**config.mk**
```make
export PLATFORM = sky130hd
export DESIGN_NAME = block_serializer
export DESIGN_NICKNAME = d
export VERILOG_FILES = /design/src/rtl/block_serializer.sv
export SDC_FILE = /design/constraint.sdc
export NUM_CORES = 1
export LEC_CHECK = 0
export ABC_CLOCK_PERIOD_IN_PS = 29600
export CORE_ASPECT_RATIO = 0.9
export CORE_MARGIN = 2
export CORE_UTILIZATION = 35
export CTS_BUF_LIST = sky130_fd_sc_hd__clkbuf_8
export DETAILED_ROUTE_END_ITERATION = 8
export GPL_ROUTABILITY_DRIVEN = 0
export PLACE_DENSITY = 0.59
export SYNTH_ARGS = -nofsm -noshare
export SYNTH_HDL_FRONTEND = slang
export SYNTH_SLANG_ARGS = --single-unit
```
**constraint.sdc**
```tcl
create_clock -name clk -period 29.6 [get_ports clk]
set_input_delay 2.96 -clock clk [delete_from_list [all_inputs] [get_ports clk]]
set_output_delay 2.96 -clock clk [all_outputs]
set_load 0.02 [all_outputs]
```
**src/rtl/block_serializer.sv**
```systemverilog
// block_serializer: FIFO of sorted blocks streamed out one element per cycle under backpressure
module block_serializer #(
  parameter int ELEM_W = 32,
  parameter int NELEM  = 16,
  parameter int DEPTH  = 2,
  parameter int CNT_W  = $clog2(DEPTH + 1)
) (
  input  logic                    clk,
  input  logic                    rst,
  input  logic [ELEM_W*NELEM-1:0] din,
  input  logic                    din_valid,
  input  logic                    din_last,
  input  logic                    rev_mode,
  input  logic                    full,
  output logic [ELEM_W-1:0]       dout,
  output logic                    dout_enq,
  output logic                    dout_last,
  output logic                    req,
  output logic [CNT_W-1:0]        fifo_cnt,
  output logic                    overflow
);
  localparam int IW = $clog2(NELEM);
  localparam int AW = $clog2(DEPTH);
  localparam int BW = ELEM_W * NELEM;
  localparam logic [CNT_W-1:0] CNT_FULL = CNT_W'(DEPTH);
  logic [BW:0] mem [DEPTH];
  logic [BW:0] head;
  logic [AW-1:0] wp, rp;
  logic [CNT_W-1:0] cnt;
  logic [IW-1:0] idx, sel;
  logic ord_q, ord, at_end, deq, wr;
  always_comb begin
    head = mem[rp];
    at_end = &idx;
    ord = (idx == '0) ? rev_mode : ord_q;
    sel = ord ? ~idx : idx;
    dout_enq = ~full & (cnt != '0);
    deq = dout_enq & at_end;
    wr = din_valid & ((cnt != CNT_FULL) | deq);
    dout = head[int'(sel)*ELEM_W +: ELEM_W];
    dout_last = deq & head[BW];
    req = (cnt < CNT_FULL) | deq;
  end
  assign fifo_cnt = cnt;
  always_ff @(posedge clk)
    if (wr) mem[wp] <= {din_last, din};
  always_ff @(posedge clk or posedge rst)
    if (rst) begin
      wp <= '0;
      rp <= '0;
      cnt <= '0;
      idx <= '0;
      ord_q <= 1'b0;
      overflow <= 1'b0;
    end else begin
      if (wr) wp <= wp + 1'b1;
      if (deq) rp <= rp + 1'b1;
      if (wr != deq) cnt <= wr ? cnt + 1'b1 : cnt - 1'b1;
      if (dout_enq) idx <= idx + 1'b1;
      if (dout_enq && idx == '0) ord_q <= rev_mode;
      if (din_valid && !wr) overflow <= 1'b1;
    end
endmodule
```
After elaboration in Yosys (flattened, before gate mapping)
Memory sizes are Yosys's and may differ from the RTL's.
Cells that the tools add are included.

storage, ports and cells
  logic and storage cells = 35
  output and inout bits = 38
  memories = 1
  register bits after elaboration = 10
  memory bits (writable) = 1,026
  bits in latches = 0
  memory bits (read-only) = 0

cells by class
  eq/ne operators = 2
  order comparisons = 1
  add/sub/neg operators = 5
  shifts and indexed selects = 1
  reduce and logical (&&, ||, !) cells = 6
  bitwise gates (word level) = 8
  multiply operators = 0
  multiplexer cells = 5
  divide/modulo/power cells = 0

memory list
  name  depth  bits a word  read ports  clocked after Yosys merged registers in  wr ports  RTL line  text
  mem   2      513          1           0                                        1         26        logic [BW:0] mem [DEPTH];

operators with widths
  kind                 number
  $shiftx 513x10->32   1
  $add 4x1->4 const B  1
  $and 1x1->1          4
  $logic_not 4->1      1
  $mux 4               1
  $not 4->4            1
  $reduce_and 4->1     1
  $mux 1               3
  $add 1x1->1 const B  2
  $add 2x1->2 const B  1
  $logic_and 1x1->1    2
  $lt 2x2->1 const B   1
  $mux 2               1
  $ne 2x2->1 const B   1
  $or 1x1->1           2
  $reduce_bool 2->1    1
  $sub 2x1->2 const B  1
  $logic_not 1->1      1
  $ne 1x1->1           1
  $not 1->1            1

Depth between registers and ports, before layout
  depth in word-level cells = 7
  gate-level depth with buffers = 14

Worst setup path after synthesis
Ideal clock, no wire load.

  path kind = input to register
  start point = input full
  end point = memory mem[0][0] in the netlist's numbering, enable pin
  required time = 28,196 ps
  setup slack = 2,552 ps
  setup time = 1,404 ps
  stages on the path = 5
  data arrival time = 25,644 ps
  cell sequence = nor2_1 > nand4_1 > nand2_1 > o21ai_0 > nor2_1

between the ends
  longest elaborated chain between the ends = 7

RTL lines
  item                          RTL line  text
  start: declaration            14        input logic full,
  $not 1->1                     37        dout_enq = ~full & (cnt != '0);
  $and 1x1->1                   37
  $and 1x1->1                   38        deq = dout_enq & at_end;
  $or 1x1->1                    39        wr = din_valid & ((cnt != CNT_FULL) | deq);
  $and 1x1->1                   39
  $mux 1                        46        if (wr) mem[wp] <= {din_last, din};
  $mux 1 (not written as such)  46
  end: declaration              26

No other way between the ends.

Worst setup path in the final report
  start point = input rev_mode
  end point = output dout[22]

between the ends
  longest elaborated chain between the ends = 3

RTL lines
  item                RTL line  text
  start: declaration  13        input logic rev_mode,
  $mux 1              35        ord = (idx == '0) ? rev_mode : ord_q;
  $mux 4              36        sel = ord ? ~idx : idx;
  $shiftx 513x10->32  40        dout = head[int'(sel)*ELEM_W +: ELEM_W];
  end: declaration    15        output logic [ELEM_W-1:0] dout,

No other way between the ends.

==> flow_summary.toml <==
[yosys]
synth_seq_cells = 1036
async_flop_share = 0.00965
synth_area_leaders = "edfxtp_1, mux4_2, a22oi_1, dfrtp_1, mux2i_1"
syn_area_sq_um = 39300
synth_nets = 2238
synth.most_common_cell = "edfxtp_1"
ys.flop_type = "edfxtp_1"
syn_avg_cell_area_sq_um = 22.9
synthDominantCellAreaShare = 0.785
synth_cell_type_count = 46
synth_edf_count = 1026
yosysWarnings = 0
netlist_instances = 1718
synth.yosys.seq_area_share = 0.791
synthTopCellsByCount = "edfxtp_1, mux4_2, nand2_1, buf_2, a22oi_1"
synth_top_cell_by_area = "edfxtp_1"

[sta]
slew_headroom = 0.237
setup_viol = 0
skew_ns = 0.0376
finalHoldViolations = 0
slew_viol_final = 0
fmax_mhz = 97.4
fin_crit_ns = 10.27
setup_tns_ns = 0
grt_setup_unrepaired = "false"
fin_crit_sh = 0.347
worst_pin_slew_ns = 1.14

[cts]
cts_tree = "done"
postCtsSetupBuffers = 0
clk_path_buf_depth = 3
cts-resized-gates = 0
cts_sinks = 1036
holdBufCountCts = 0
insertion_delay_ns = 0.83
clock-root-buffer = "clkbuf_8"
clk_pin_slew_ns = 0.05
htreeDepth = 4
cts_buffers = 169

[setup_path]
cp.arrival_ns = 7.31
crit_path_max_fanout = 49
crit_chain = "clkdlybuf4s50_1, mux2i_4, buf_4, xnor2_4, buf_4, mux4_2, o221ai_1, nor3_1, clkdlybuf4s50_1"
worst_path_largest_cell_delay_ns = 0.80
cp-end-kind = "output port"
crit_buf_inv = 4
crit_slowest_cell = "xnor2_4"
critPathTopFamily = "buffers and inverters"
crit_required_ns = 26.64
cp-start-kind = "primary input"
regToRegSetupSlack_ns = 23.86
crit_type = "primary input to output port"

[floorplan]
dieArea_sq_um = 115000
top_level_ports = 556
num_rows = 116
core_area_sq_um = 111000
initial_core_util = 0.353
die_h_um = 322
die_width_um = 357

[route]
vias_per_cell = 5.10
wl_per_cell_um = 26.1
vias = 20400
postRouteAntennaNets = 0
first_iter_violations = 1721
dr.pass1.iters = 5
finalWirelength_um = 104000
drc_errors = 0

[placed_design]
portBuffers = 555
dp_hpwl_um = 70600

[flow_run]
drv_cap = 0

[power]
switching_share = 0.353
p_comb_frac = 0.400
p_int_uw = 3550
p_leak_uw = 0.0161
clockPowerShare = 0.216
p_seq_frac = 0.384
p_switching_uw = 1940
powerDensity_nw_per_um2 = 110
vdd_drop_max_uv = 142

[finish]
area_growth_pct = 26.9
utilization = 0.448
layout.nets = 2913
drive_gt1_frac = 0.200

[grt]
grt_pass1_wl_um = 148000
grtUsageTotal = 0.179
first_global_vias = 21900
grt_max_degree = 164
grt_overflow = 0
antenna_found_initial = 31

[min_path]
hp-class = "flip-flop to flip-flop"

[run_status]
status = "finished clean"
==> registers in the layout, indices dropped and copies added, names as in the netlist <==
| register | cells |
|---|---|
| idx | 4 |
| overflow | 1 |
| wp | 1 |
| fifo_cnt | 2 |
| rp | 1 |
| ord_q | 1 |
| mem | 1026 |
==> area by class of cell <==
| type | instances | area, sq um |
|---|---|---|
| Tap cell | 1475 | 1850 |
| Timing Repair Buffer | 587 | 5860 |
| Multi-Input combinational cell | 594 | 7840 |
| Sequential cell | 1036 | 31100 |
| Inverter | 5 | 18.8 |
| Fill cell | 9491 | 61300 |
| Antenna cell | 11 | 27.5 |
| Clock buffer | 171 | 2350 |
| Clock inverter | 125 | 835 |
==> placed cells by master, fill, tap and decap left out, types with 6 or more instances in the layout <==
cell type,synthesis,routed
a32oi_1,6,6
mux4_2,242,242
edfxtp_1,1026,1026
xnor2_1,9,8
a22o_1,6,6
clkinv_1,0,37
inv_1,5,48
nor2_1,22,19
o22a_1,16,16
nor2b_1,10,10
buf_4,14,27
a22oi_1,36,36
dfrtp_1,10,9
nor3_1,17,17
nand2_1,61,61
diode_2,0,11
o22ai_1,34,34
nand3_1,17,17
o221ai_1,16,16
clkbuf_8,0,171
a2111oi_0,6,6
clkinv_2,0,21
bufinv_16,0,8
a21oi_1,11,11
mux2i_1,24,24
clkdlybuf4s50_1,0,555
nand4_1,17,17
==> power by group through the flow <==
stage                     sequential, uW  combinational, uW  clock (uW)
final                               2110               2200        1180
after global placement              2120               2220           0
after floorplan                     2410               1380           0
after detailed placement            2140               2240           0
after CTS                           2110               2240        1220
after global routing                2140               2340        1290
==> path summary, 6_finish.rpt <==
kind / end / startpoint / cells past startpoint
max: dout[22] / rev_mode / 9
min: overflow$_DFFE_PP0P_ / overflow$_DFFE_PP0P_ / 1
max reg2reg: mem[1][59]$_DFFE_PP_ / idx[0]$_DFFE_PP0P_ / 8
min reg2reg: overflow$_DFFE_PP0P_ / overflow$_DFFE_PP0P_ / 1
max in group asynchronous: rp$_DFFE_PP0P_ / rst / 2
min in group asynchronous: idx[0]$_DFFE_PP0P_ / rst / 2
==> worst reg2reg max path, delay by kind of cell (launching register included) <==
family,cells,cell delay (ns)
fa+ha+maj,1,0.29
buf+inv,3,2.58
simple gates,3,1.28
flops,1,0.82
compound gates,1,0.32
==> cells by family after synthesis <==
logic type      count (synthesis)  synth area share
xor+xnor                       12           0.00325
fa+ha+maj                       2          0.000637
simple gates                  155            0.0187
compound gates                154            0.0289
buf+inv                        88            0.0110
mux                           271             0.147
flops                        1036             0.791
==> routing by layer <==
metal / up-vias / GRT usage / share of wire
li1: 8782 / - / -
met1: 10700 / 0.231 / 0.40
met2: 733 / 0.294 / 0.50
met3: 182 / 0.0515 / 0.075
met4: 36 / 0.0543 / 0.019
met5: - / 0 / 0.0020
==> through the flow <==
stage | instance area (sq um) | power, uW | hold WS [ns] | std cells | worst slack (ns)
floorplan | 39300 | 3800 | 0.468 | 1718 | 2.55
global placement | 46600 | 4340 | 0.441 | 3697 | 19.18
detailed placement | 46600 | 4380 | 0.465 | 3697 | 19.18
CTS | 49800 | 5580 | 0.477 | 3993 | 19.18
global route | 49800 | 5760 | 0.491 | 4003 | 19.09
finish | 49800 | 5490 | 0.469 | 4004 | 19.33
Power figures use the tool's default switching activity.
